`config.mk`:
```
export PLATFORM = sky130hd
export DESIGN_NAME = rf_write_arbiter
export DESIGN_NICKNAME = d
export VERILOG_FILES = /design/src/rtl/rf_arb_pkg.sv /design/src/rtl/rf_wr_fifo.sv /design/src/rtl/rf_write_arbiter.sv
export SDC_FILE = /design/constraint.sdc
export NUM_CORES = 1
export LEC_CHECK = 0
export ABC_AREA = 1
export CORE_MARGIN = 10
export CORE_UTILIZATION = 46
export DETAILED_ROUTE_END_ITERATION = 8
export PLACE_DENSITY = 0.86
export REMOVE_ABC_BUFFERS = 1
export SLEW_MARGIN = 20
export SYNTH_ARGS = -nofsm -noshare
export SYNTH_HDL_FRONTEND = slang
export SYNTH_HIERARCHICAL = 1
export SYNTH_SLANG_ARGS = --single-unit
```
`constraint.sdc`:
```
create_clock -name clk -period 2 [get_ports clk]
set_clock_uncertainty 0.05 [all_clocks]
set_input_delay 0.4 -clock clk [delete_from_list [all_inputs] [get_ports clk]]
set_output_delay 0.4 -clock clk [all_outputs]
set_load 0.005 [all_outputs]
```
`src/rtl/rf_arb_pkg.sv`:
```
// Shared types and widths for the register-file write-port arbiter.
package rf_arb_pkg;

    localparam int unsigned DATA_W = 32;
    localparam int unsigned REG_AW = 5;
    localparam logic [REG_AW-1:0] REG_ZERO = 5'd0;

    typedef enum logic [1:0] {
        IDLE,
        WAIT,
        FORCE
    } arb_state_e;

    typedef struct packed {
        logic              valid;
        logic [REG_AW-1:0] rd;
        logic [DATA_W-1:0] data;
    } rf_entry_t;

endpackage

```
`src/rtl/rf_wr_fifo.sv`:
```
// In-order queue of multi-cycle results; slot 0 is always the head and
// squashed or popped entries are compacted out in the same cycle.
module rf_wr_fifo
    import rf_arb_pkg::*;
#(
    parameter int unsigned DEPTH = 2
) (
    input  logic              clk,
    input  logic              reset,
    input  logic              push_i,
    input  logic [REG_AW-1:0] push_reg_i,
    input  logic [DATA_W-1:0] push_data_i,
    input  logic              pop_i,
    input  logic              squash_i,
    input  logic [REG_AW-1:0] squash_reg_i,
    output logic [REG_AW-1:0] head_reg_o,
    output logic [DATA_W-1:0] head_data_o,
    output logic              full_o,
    output logic              empty_o,
    output logic              empty_next_o,
    output logic [31:0]       pending_mask_o
);

    localparam int unsigned CW = $clog2(DEPTH) + 1;

    rf_entry_t        ent_q [DEPTH];
    rf_entry_t        ent_d [DEPTH];
    logic [DEPTH-1:0] keep;
    logic [CW-1:0]    kept;

    // Survivors are packed toward slot 0 by rank; the push lands right after them.
    always_comb begin
        keep = '0;
        kept = '0;
        for (int unsigned j = 0; j < DEPTH; j++) begin
            ent_d[j] = '0;
        end
        for (int unsigned i = 0; i < DEPTH; i++) begin
            keep[i] = ent_q[i].valid
                      && !(pop_i && (i == 0))
                      && !(squash_i && (ent_q[i].rd == squash_reg_i));
            if (keep[i]) begin
                for (int unsigned j = 0; j < DEPTH; j++) begin
                    if (kept == CW'(j)) begin
                        ent_d[j] = ent_q[i];
                    end
                end
                kept = kept + 1'b1;
            end
        end
        if (push_i) begin
            for (int unsigned j = 0; j < DEPTH; j++) begin
                if (kept == CW'(j)) begin
                    ent_d[j] = '{valid: 1'b1, rd: push_reg_i, data: push_data_i};
                end
            end
        end
    end

    always_comb begin
        pending_mask_o = '0;
        for (int unsigned i = 0; i < DEPTH; i++) begin
            if (ent_q[i].valid) begin
                pending_mask_o[ent_q[i].rd] = 1'b1;
            end
        end
        pending_mask_o[0] = 1'b0;
    end

    assign head_reg_o   = ent_q[0].rd;
    assign head_data_o  = ent_q[0].data;
    assign empty_o      = !ent_q[0].valid;
    assign full_o       = ent_q[DEPTH-1].valid;
    assign empty_next_o = !ent_d[0].valid;

    always_ff @(posedge clk or negedge reset) begin
        if (!reset) begin
            for (int unsigned i = 0; i < DEPTH; i++) begin
                ent_q[i] <= '0;
            end
        end else begin
            for (int unsigned i = 0; i < DEPTH; i++) begin
                ent_q[i] <= ent_d[i];
            end
        end
    end

endmodule

```
`src/rtl/rf_write_arbiter.sv`:
```
// Register-file write-port arbiter: writeback wins, queued multi-cycle
// results drain into idle slots, and an aged head forces a one-slot stall.
module rf_write_arbiter
    import rf_arb_pkg::*;
#(
    parameter int unsigned DEPTH   = 2,
    parameter int unsigned AGE_MAX = 8
) (
    input  logic              clk,
    input  logic              reset,
    input  logic              wb_RegWrite,
    input  logic [REG_AW-1:0] wb_Write_register,
    input  logic [DATA_W-1:0] wb_Write_data,
    input  logic              mc_valid,
    output logic              mc_ready,
    input  logic [REG_AW-1:0] mc_reg,
    input  logic [DATA_W-1:0] mc_data,
    output logic              stall_wb,
    output logic              RegWrite,
    output logic [REG_AW-1:0] Write_register,
    output logic [DATA_W-1:0] Write_data,
    output logic [31:0]       pending_mask
);

    localparam logic [7:0] AGE_LAST = 8'(AGE_MAX - 1);

    logic              wb_win;
    logic              deq;
    logic              push;
    logic              full;
    logic              empty;
    logic              empty_next;
    logic [REG_AW-1:0] head_reg;
    logic [DATA_W-1:0] head_data;

    arb_state_e        state_q, state_d;
    logic [7:0]        age_q, age_d;
    logic              we_q, we_d;
    logic [REG_AW-1:0] wa_q, wa_d;
    logic [DATA_W-1:0] wd_q, wd_d;

    // Writes to $0 are treated as idle slots so the queue can use them.
    assign wb_win   = wb_RegWrite && (wb_Write_register != REG_ZERO);
    assign deq      = !wb_win && !empty;
    assign mc_ready = !full;
    assign push     = mc_valid && mc_ready && (mc_reg != REG_ZERO)
                      && !(wb_win && (mc_reg == wb_Write_register));

    rf_wr_fifo #(
        .DEPTH (DEPTH)
    ) u_fifo (
        .clk            (clk),
        .reset          (reset),
        .push_i         (push),
        .push_reg_i     (mc_reg),
        .push_data_i    (mc_data),
        .pop_i          (deq),
        .squash_i       (wb_win),
        .squash_reg_i   (wb_Write_register),
        .head_reg_o     (head_reg),
        .head_data_o    (head_data),
        .full_o         (full),
        .empty_o        (empty),
        .empty_next_o   (empty_next),
        .pending_mask_o (pending_mask)
    );

    always_comb begin
        we_d = 1'b0;
        wa_d = '0;
        wd_d = '0;
        if (wb_win) begin
            we_d = 1'b1;
            wa_d = wb_Write_register;
            wd_d = wb_Write_data;
        end else if (deq) begin
            we_d = 1'b1;
            wa_d = head_reg;
            wd_d = head_data;
        end
    end

    // Saturates so a stall ignored by writeback cannot wrap the counter.
    always_comb begin
        age_d = age_q;
        if (empty || deq) begin
            age_d = '0;
        end else if (age_q != '1) begin
            age_d = age_q + 8'd1;
        end
    end

    always_comb begin
        state_d = state_q;
        unique case (state_q)
            IDLE: begin
                if (push) state_d = WAIT;
            end
            WAIT: begin
                if (empty_next) state_d = IDLE;
                else if ((age_q == AGE_LAST) && !deq) state_d = FORCE;
            end
            FORCE: begin
                if (empty_next) state_d = IDLE;
                else if (deq) state_d = WAIT;
            end
            default: state_d = IDLE;
        endcase
    end

    always_ff @(posedge clk or negedge reset) begin
        if (!reset) begin
            state_q <= IDLE;
            age_q   <= '0;
            we_q    <= 1'b0;
            wa_q    <= '0;
            wd_q    <= '0;
        end else begin
            state_q <= state_d;
            age_q   <= age_d;
            we_q    <= we_d;
            wa_q    <= wa_d;
            wd_q    <= wd_d;
        end
    end

    assign stall_wb       = (state_q == FORCE);
    assign RegWrite       = we_q;
    assign Write_register = wa_q;
    assign Write_data     = wd_q;

endmodule

```
==> impl_metrics.json, run 1 <==
{
  "grt_setup_unrepaired": "yes",
  "finalCriticalPeriod_ns": 2.18,
  "chipWidth_um": 140,
  "final_setup_fails": 87,
  "clock_tree.htree_level_count": 4,
  "clock_tree.root_cell": "clkbuf_16",
  "power.density_nw_per_um2": 1380,
  "drt_iter0_markers": 888,
  "critical_path_required_time_ns": 1.55,
  "worst_ir_drop_vdd_mv": 0.762,
  "synth_warnings": 6,
  "timing_hold_violations_final": 13,
  "syn_avg_cell_area_um2": 7.98,
  "yosysTopAreaCell": "dfrtp_1",
  "cts.sink_count": 124,
  "violations": "DRC, hold timing, setup timing",
  "wp_data_arrival_ns": 1.73,
  "gp_congestion": 0.922,
  "synth_enable_flop_cells": 0,
  "antenna_violations_before_repair": 0,
  "first_global_vias": 6569,
  "ys.flop_type": "dfrtp_1",
  "drc": 2,
  "timing_max_transition_violations_final": 0,
  "post_drt_wl_per_cell_um": 19.7,
  "clkSlewWorstSetupHoldPaths_ns": 0.06,
  "postSynthCellCount": 824,
  "viasPerCell": 5.67,
  "grt_overflow": 0,
  "worst_slack_ns": -0.176,
  "hpwl_mm": 13.2,
  "worst_setup_end_kind": "output port",
  "synth_register_bits": 124,
  "critPathMaxFanout": 5,
  "post-synth-top-count-cell": "nand2_1",
  "post_cts_hold_buffer_count": 0,
  "synth_async_sr_flop_share": 1.00,
  "max-clock-path-buffers": 2,
  "via_count": 6887,
  "core_region_area_um2": 13900,
  "fmaxAchievable_mhz": 460,
  "portBuffers": 148,
  "maxCapViolCount": 0,
  "detail_route.first_pass.iterations": 9,
  "ant_nets": 0,
  "start_util": 0.472,
  "rows": 43,
  "io_pins": 150,
  "grt_start_max_net_pins": 125,
  "outcome": "complete, but fails checks",
  "synth_cell_type_count": 30,
  "worstMarginPinSlew_ns": 0.720,
  "relSlewSlack": 0.520,
  "final_layout_size_suffix_gt1_frac": 0.286,
  "tritoncts": "built",
  "placed_cells_incl_taps": 1134,
  "global_route.usage.total": 0.202,
  "min_delay_worst_type": "input port to async pin",
  "cellLeakagePower_uw": 0.00504,
  "synth.cell_area_um2": 6570,
  "layout-area-overhead-vs-synth_pct": 49.1,
  "die_h_um": 140,
  "fin_hold_ws_ns": -0.0502,
  "timing.critical_path.from_type": "flip-flop",
  "worstSetupPathType": "flip-flop to output port",
  "global_route_wire_length_before_repair_mm": 32.7,
  "post-synth-top-area-fraction": 0.472,
  "n_fill_cell": 950,
  "num-nets-final": 1100,
  "multi_input_area_um2": 2970,
  "final.period_utilization": 1.09,
  "synth_common_cells": "nand2_1 (230), nand3_1 (172), dfrtp_1 (124), inv_1 (69), buf_4 (48)",
  "die-area_um2": 19500,
  "finalWirelength_mm": 23.9,
  "clkLatencyLatePin_ns": 0.43,
  "cells_taking_the_most_area_after_synthesis": "dfrtp_1 (47%), nand2_1 (13%), nand3_1 (13%)",
  "cts_inserted_buffers": 17,
  "final_cell_count_no_fill": 1214,
  "layout.area.seq_um2": 3110,
  "ys_seq_area_frac": 0.472
}
==> metal layers <==
metal,track usage,up-vias,share of wire
met5,0,-,0
met4,0.0984,0,0.047
met3,0.0619,108,0.10
met2,0.335,483,0.48
met1,0.233,3235,0.37
li1,-,3061,-
==> logic make-up after synthesis <==
group / synth area share
other cells: 0.000571
xor+xnor: 0.00533
buf+inv: 0.136
fa+ha+maj: 0.00190
flops: 0.472
simple gates: 0.298
compound gates: 0.0857
==> layout make-up <==
class | instances | area share
inverter | 79 | 0.0315
multi-input combinational | 538 | 0.303
antenna | 1 | 0.000255
clock buffer | 21 | 0.0480
tap | 180 | 0.0230
timing repair buffer | 261 | 0.265
clock inverter | 10 | 0.0117
sequential | 124 | 0.317
==> registers in the layout, indices dropped and copies added (netlist names) <==
register and count:
Write_register 5, age_q 8, u_fifo/full_o 1, u_fifo/ent_q 38, state_q 2, Write_data 32
u_fifo/head_reg_o 5, u_fifo/head_data_o 32, RegWrite 1
==> power breakdown <==
group	total (uW)	switching, uW	internal [uW]
logic	6610	3580	3030
clock network	3070	1150	1920
registers	3830	546	3290
==> critical path, cell delays in order (launching register included) <==
cell and delay, ns:
dfrtp_2 0.43, buf_6 0.13, nor3_4 0.18, buf_6 0.14, buf_6 0.12, nand2_1 0.07
o21ai_2 0.08, buf_2 0.15
==> through the flow <==
stage / setup slack (ns) / area (um^2) / util / total power, uW / setup TNS, ns
6_report: -0.176 / 9800 / 0.703 / 13500 / -4.73
5_1_grt: -0.266 / 9800 / 0.703 / 14100 / -14.81
4_1_cts: -0.131 / 9040 / 0.649 / 11800 / -2.10
3_5_place_dp: -0.574 / 8260 / 0.592 / 8210 / -35.07
3_3_place_gp: -0.435 / 8260 / 0.592 / 8090 / -28.09
2_1_floorplan: -1.70 / 5980 / - / 5770 / -87.48
==> path summary, 6_finish.rpt <==
check	end	cells past startpoint	start	slack (ns)
max reg2reg	u_fifo/ent_q[32]	14	u_fifo/head_reg_o[0]	-0.08
max	pending_mask[8]	7	u_fifo/head_reg_o[1]	-0.18
min reg2reg	u_fifo/ent_q[1]	2	u_fifo/ent_q[1]	0.43
min	Write_data[26]	2	reset	-0.05
max in group asynchronous	u_fifo/full_o	2	reset	1.31
min in group clk	Write_register[3]	3	wb_Write_register[3]	0.42
==> layout by cell type (no fill, tap or decap), types with 5 or more instances in the layout <==
master and n:
dlymetal6s2s_1 5, o21ai_2 12, nand2_2 37, a22o_1 34, buf_6 35, inv_2 13
inv_1 61, clkbuf_16 24, o21ai_1 19, nand3_2 7, buf_12 10, nor2_2 5
dfrtp_1 117, nor2_4 6, buf_8 5, o21ai_0 9, nand2_1 184, buf_4 57
dfrtp_2 7, inv_4 5, nor3_2 9, nand3_1 165, nand2_4 12, clkdlybuf4s50_1 109
nor2_1 14, buf_2 31
==> repair_timing <==
action,CTS,global route
pin swaps,8,30
gates cloned,0,10
resized for setup,186,152
buffers inserted,26,16
endpoints found under the setup margin,70,105
Note: power is estimated with default switching activity, not from simulation.
==> run 2, diff against run 1 <==
--- a/config.mk
+++ b/config.mk
@@ -8,10 +8,11 @@
 export ABC_AREA = 1
 export CORE_MARGIN = 10
 export CORE_UTILIZATION = 46
+export CTS_BUF_LIST = sky130_fd_sc_hd__clkbuf_16
 export DETAILED_ROUTE_END_ITERATION = 8
 export PLACE_DENSITY = 0.86
 export REMOVE_ABC_BUFFERS = 1
-export SLEW_MARGIN = 20
+export SLEW_MARGIN = 15
 export SYNTH_ARGS = -nofsm -noshare
 export SYNTH_HDL_FRONTEND = slang
 export SYNTH_HIERARCHICAL = 1
==> run 2 against run 1 <==
Compared with the run above: the flow finishes with violations (hold timing, setup timing); count of clock-buffer cells in the layout fell by 4; register-to-register slack improved by 0.06 ns; worst setup slack worse by 0.049 ns; sequential power is essentially flat; hold slack improved by 0.021 ns; utilization decreased by 1.3 points; clock power is 4% lower; combinational power decreased by 8.6%; non-clock buffer count fell by 1; largest cell class unchanged; largest power group unchanged.
==> impl_metrics.json, run 2 (synthesis gave the netlist of run 1 again) <==
{
  "fin_hold_ws_ns": -0.0293,
  "endpoint": "pending_mask[11]",
  "timing.critical_path.from_type": "flip-flop",
  "antenna-diode-count": 0,
  "min_delay_worst_type": "input port to async pin",
  "cell_internal_pwr_uw": 7830,
  "total_power_uw": 12800,
  "global_route_wire_length_before_repair_mm": 32.6,
  "start_util": 0.472,
  "final_layout_size_suffix_gt1_frac": 0.274,
  "finalWirelength_mm": 22.3,
  "critical_path.max_stage_delay_ns": 0.41,
  "most_frequent_standard_cell_in_the_layout_excluding_fill_and_tap_cells": "nand2_1",
  "totalNegativeSetupSlack_ns": -3.52,
  "worstSetupPathType": "flip-flop to output port",
  "finalCriticalPeriod_ns": 2.22,
  "p_switching_uw": 4970,
  "ant_nets": 0,
  "post_cts_hold_buffer_count": 0,
  "rows": 43,
  "first_global_vias": 6519,
  "top_layer": "met4",
  "final_design_area_no_fill_um2": 9620,
  "die_h_um": 140,
  "critPathMaxFanout": 4,
  "clkLatencyLatePin_ns": 0.43,
  "power.density_nw_per_um2": 1330,
  "clkSlewWorstSetupHoldPaths_ns": 0.06,
  "critical_path.cell_chain": "inv_2, nor3_2, buf_4, buf_6, buf_6, nand2_1, o21ai_1, buf_2",
  "detailed_place.area_um2": 8260,
  "post_drt_wl_per_cell_um": 18.4,
  "worst_ir_drop_vdd_mv": 0.963,
  "die-area_um2": 19500,
  "worst_setup_end_kind": "output port",
  "layout-area-overhead-vs-synth_pct": 46.3,
  "route.met2.wl_mm": 11.0,
  "routedLengthMet1_mm": 8.47,
  "clock_tree.htree_level_count": 4,
  "max-clock-path-buffers": 2,
  "num-nets-final": 1099,
  "critical_path_required_time_ns": 1.55,
  "clock_tree.root_cell": "clkbuf_16",
  "part_of_the_total_power_dissipated_in_the_clock_network": 0.229,
  "cts.sink_count": 124,
  "viasPerCell": 5.51,
  "final.period_utilization": 1.11,
  "gp_congestion": 0.922,
  "highest_count_cells_in_the_layout_ignoring_fill_and_taps": "nand2_1 (183), nand3_1 (167), dfrtp_1 (116)",
  "rr_worst_depth": 13,
  "worstMarginPinSlew_ns": 0.704,
  "timing_hold_violations_final": 20,
  "met3_length_mm": 2.12,
  "chipWidth_um": 140,
  "outcome": "complete, but fails checks",
  "global_route.usage.total": 0.202,
  "largest_register_ffs": 38,
  "r2r_setup_slk_ns": -0.02,
  "drc": 0,
  "cellLeakagePower_uw": 0.00500,
  "registers.top_by_ff_count": "u_fifo/ent_q",
  "critPathMostFrequentCell": "buf_6",
  "antenna_violations_before_repair": 0,
  "relSlewSlack": 0.530,
  "worst_path_max_delay_cell": "dfrtp_2",
  "sequentialPowerShare": 0.299,
  "hpwl_mm": 13.2,
  "final_setup_fails": 39,
  "timing_max_transition_violations_final": 0,
  "core_region_area_um2": 13900,
  "drt_iter0_markers": 613,
  "fmaxAchievable_mhz": 450,
  "n_fill_cell": 994,
  "tritoncts": "built",
  "portBuffers": 148,
  "detail_route.first_pass.iterations": 5,
  "grt_start_max_net_pins": 125,
  "cts_inserted_buffers": 17,
  "via_count": 6678,
  "grt_setup_unrepaired": "yes",
  "timing.rr.end": "u_fifo/ent_q[27]",
  "power.combinational.fraction": 0.472,
  "timing.critical_path.from": "u_fifo/head_reg_o[1]",
  "io_pins": 150,
  "grt_overflow": 0,
  "sw_frac_of_total": 0.388,
  "wp_data_arrival_ns": 1.77,
  "maxCapViolCount": 0,
  "violations": "hold timing, setup timing",
  "worst_slack_ns": -0.225,
  "worstReg2RegStart": "u_fifo/ent_q[75]"
}
run 2: layout make-up:
type | instances | area [um^2] | area share
Clock buffer | 17 | 425 | 0.0442
Clock inverter | 14 | 130 | 0.0135
Timing Repair Buffer | 260 | 2500 | 0.260
Sequential cell | 124 | 3110 | 0.324
Multi-Input combinational cell | 538 | 2920 | 0.303
Tap cell | 180 | 225 | 0.0234
Inverter | 79 | 307 | 0.0319
run 2: how the worst min path moves through the flow:
stage / startpoint / endpoint / cells after the start
3_3_place_gp: u_fifo/ent_q[19] / u_fifo/ent_q[19] / 2
3_5_place_dp: u_fifo/ent_q[3] / u_fifo/ent_q[3] / 2
5_1_grt: reset / Write_data[26] / 2
4_1_cts: reset / u_fifo/head_data_o[12] / 2
2_1_floorplan: reset / RegWrite / 0
6_report: reset / Write_data[26] / 2
run 2: stage by stage:
| stage | hold WS, ns | utilization | std cells | worst slack, ns |
|---|---|---|---|---|
| floorplan | 0.0544 | - | 741 | -1.70 |
| global placement | 0.412 | 0.592 | 1134 | -0.435 |
| detailed placement | 0.416 | 0.592 | 1134 | -0.574 |
| CTS | 0.0544 | 0.648 | 1190 | -0.136 |
| global route | 0.0619 | 0.690 | 1212 | -0.288 |
| finish | -0.0293 | 0.690 | 1212 | -0.225 |
run 2: critical path, delay by kind of cell (launching register included):
family | cells | cell delay, ns
buffers and inverters | 5 | 0.61
DFF | 1 | 0.41
and+or+nand+nor | 2 | 0.20
AOI/OAI and AO/OA | 1 | 0.12
run 2: what timing repair did:
action | 4_1_cts | 5_1_grt
setup buffers | 25 | 18
gates resized for setup | 205 | 115
setup endpoints to repair | 69 | 109
pin swaps | 15 | 36
cloned | 0 | 7
run 2: layer usage:
layer / up-vias / global-route usage
li1: 3054 / -
met1: 3174 / 0.233
met2: 385 / 0.338
met3: 65 / 0.0606
met4: 0 / 0.0918
met5: - / 0
run 2: power groups by stage:
stage	registers, uW	logic [uW]	clock network (uW)
after floorplan	3700	2070	0
after global placement	3780	4310	0
after detailed placement	3810	4400	0
after CTS	3780	4980	2970
after global routing	3910	6430	3080
final	3820	6040	2940
==> run 3, diff against run 2 <==
==> constraint.sdc (replaced) <==
create_clock -name clk -period 2 [get_ports clk]
set_clock_uncertainty 0.05 [all_clocks]
set_input_delay 0.5 -clock clk [delete_from_list [all_inputs] [get_ports clk]]
set_output_delay 0.5 -clock clk [all_outputs]
set_load 0.005 [all_outputs]
==> run 3 against run 2 <==
Compared with the run above: the flow finishes with violations (setup timing); hold slack improved by 0.46 ns; utilization fell by 0.46 points; maximum frequency fell by 0.89%; die area did not move; final area fell by 0.66%; register-to-register slack improved by 0.03 ns; sequential share of layout area rose by 0.18 points; cell count rose by 0.25%; sequential power barely moved; clock power fell by 6%; largest cell class unchanged; largest power group unchanged; highest routed layer unchanged.
==> impl_metrics.json, run 3 (synthesis gave the netlist of run 1 again) <==
{
  "fin_hold_ws_ns": 0.429,
  "multi_input_area_um2": 2900,
  "finalWirelength_mm": 21.7,
  "viasPerCell": 5.42,
  "ant_nets": 0,
  "registers.top_by_ff_count": "u_fifo/ent_q",
  "grt_overflow": 0,
  "critPathMostFrequentCell": "buf_6",
  "antenna_violations_before_repair": 0,
  "highest_count_cells_in_the_layout_ignoring_fill_and_taps": "nand2_1 (198), nand3_1 (166), dfrtp_1 (119)",
  "largest_register_ffs": 38,
  "num-nets-final": 1101,
  "worst_ir_drop_vdd_mv": 0.714,
  "timing_max_transition_violations_final": 0,
  "finalCriticalPeriod_ns": 2.24,
  "die_h_um": 140,
  "cp_num_buf_inv": 4,
  "final_layout_size_suffix_gt1_frac": 0.261,
  "max-clock-path-buffers": 2,
  "cellLeakagePower_uw": 0.00495,
  "cts_inserted_buffers": 17,
  "worst_slack_ns": -0.245,
  "n_fill_cell": 1027,
  "timing.critical_path.from_type": "flip-flop",
  "rr_worst_depth": 16,
  "global_route_wire_length_before_repair_mm": 33.2,
  "timing_hold_violations_final": 0,
  "gp_congestion": 0.947,
  "drt_iter0_markers": 480,
  "io_pins": 150,
  "maxCapViolCount": 0,
  "critical_path_cell_count": 7,
  "rows": 43,
  "hpwl_mm": 13.6,
  "cts.sink_count": 124,
  "violations": "setup timing",
  "global_route.usage.total": 0.206,
  "path_delay_family": "buffers and inverters",
  "clock_tree.root_cell": "clkbuf_16",
  "worst_setup_end_kind": "output port",
  "core_region_area_um2": 13900,
  "die-area_um2": 19500,
  "hold_depth": 2,
  "final.period_utilization": 1.12,
  "power.density_nw_per_um2": 1310,
  "via_count": 6580,
  "portBuffers": 148,
  "most_frequent_standard_cell_in_the_layout_excluding_fill_and_tap_cells": "nand2_1",
  "critical_path_required_time_ns": 1.45,
  "critical_path.max_stage_delay_ns": 0.42,
  "clkSlewWorstSetupHoldPaths_ns": 0.06,
  "start_util": 0.472,
  "worst_path_max_delay_cell": "dfrtp_1",
  "outcome": "complete, but fails checks",
  "clkLatencyLatePin_ns": 0.42,
  "finish.utilization": 0.685,
  "totalNegativeSetupSlack_ns": -5.54,
  "worstSetupPathType": "flip-flop to output port",
  "post_drt_wl_per_cell_um": 17.9,
  "critical_path.cell_chain": "nor3_2, buf_4, buf_6, buf_6, nand2_1, o21ai_1, buf_2",
  "final_setup_fails": 31,
  "fmaxAchievable_mhz": 446,
  "grt_setup_unrepaired": "yes",
  "layout.area.seq_um2": 3110,
  "first_global_vias": 6488,
  "drc": 0,
  "grt_start_max_net_pins": 49,
  "critPathMaxFanout": 4,
  "wp_data_arrival_ns": 1.69,
  "layout-area-overhead-vs-synth_pct": 45.3,
  "clock_tree.htree_level_count": 4,
  "tritoncts": "built",
  "chipWidth_um": 140,
  "min_delay_worst_type": "flip-flop to flip-flop",
  "detail_route.first_pass.iterations": 6
}
-- run 3: through the flow --
stage	instance area (um^2)	setup WS [ns]	total power [uW]	cells
final	9550	-0.245	12500	1215
after global routing	9550	-0.301	13100	1214
after CTS	9150	-0.226	11700	1205
after detailed placement	8320	-0.677	8210	1144
after global placement	8320	-0.547	8090	1144
after floorplan	5980	-1.80	5770	741
-- run 3: tightest hold or removal path, stage by stage (launching register included) --
cell and delay, ns:
dfrtp_1 0.34, nand2_1 0.05, nand2_1 0.06
-- run 3: final cells by class --
| type | instances | share of cell area |
|---|---|---|
| Clock inverter | 14 | 0.00956 |
| Clock buffer | 17 | 0.0445 |
| Antenna cell | 1 | 0.000262 |
| Timing Repair Buffer | 262 | 0.261 |
| Tap cell | 180 | 0.0236 |
| Inverter | 79 | 0.0326 |
| Sequential cell | 124 | 0.326 |
| Multi-Input combinational cell | 538 | 0.303 |
-- run 3: final timing paths --
| path | slack (ns) | startpoint | to |
|---|---|---|---|
| setup / recovery | -0.24 | u_fifo/head_reg_o[0] | pending_mask[2] |
| hold / removal | 0.43 | u_fifo/ent_q[11] | u_fifo/ent_q[11] |
| setup reg to reg | 0.01 | u_fifo/head_reg_o[1] | state_q[0] |
| hold reg to reg | 0.43 | u_fifo/ent_q[11] | u_fifo/ent_q[11] |
| max in group asynchronous | 0.77 | reset | u_fifo/head_reg_o[3] |
| min in group asynchronous | 0.51 | reset | u_fifo/ent_q[31] |
-- run 3: power by group --
group	internal, uW	leakage (uW)	switching [uW]	total, uW
clock	1650	0.000266	1100	2750
sequential	3280	0.00163	537	3820
combinational	2680	0.00305	3220	5900
total	7620	0.00495	4850	12500
-- run 3: metal layers --
| layer | track usage | wire length, um | share of wire |
|---|---|---|---|
| met5 | 0 | 0 | 0 |
| met4 | 0.0989 | 680 | 0.031 |
| met3 | 0.0575 | 1860 | 0.085 |
| met2 | 0.340 | 10700 | 0.49 |
| met1 | 0.243 | 8530 | 0.39 |
-- run 3: repair_timing --
action,CTS,global route
buffers inserted,28,5
pin swaps,25,24
gates resized for setup,208,93
setup endpoints to repair,110,108
endpoints found under the hold margin,28,0
hold buffers,1,0
gates cloned,1,4
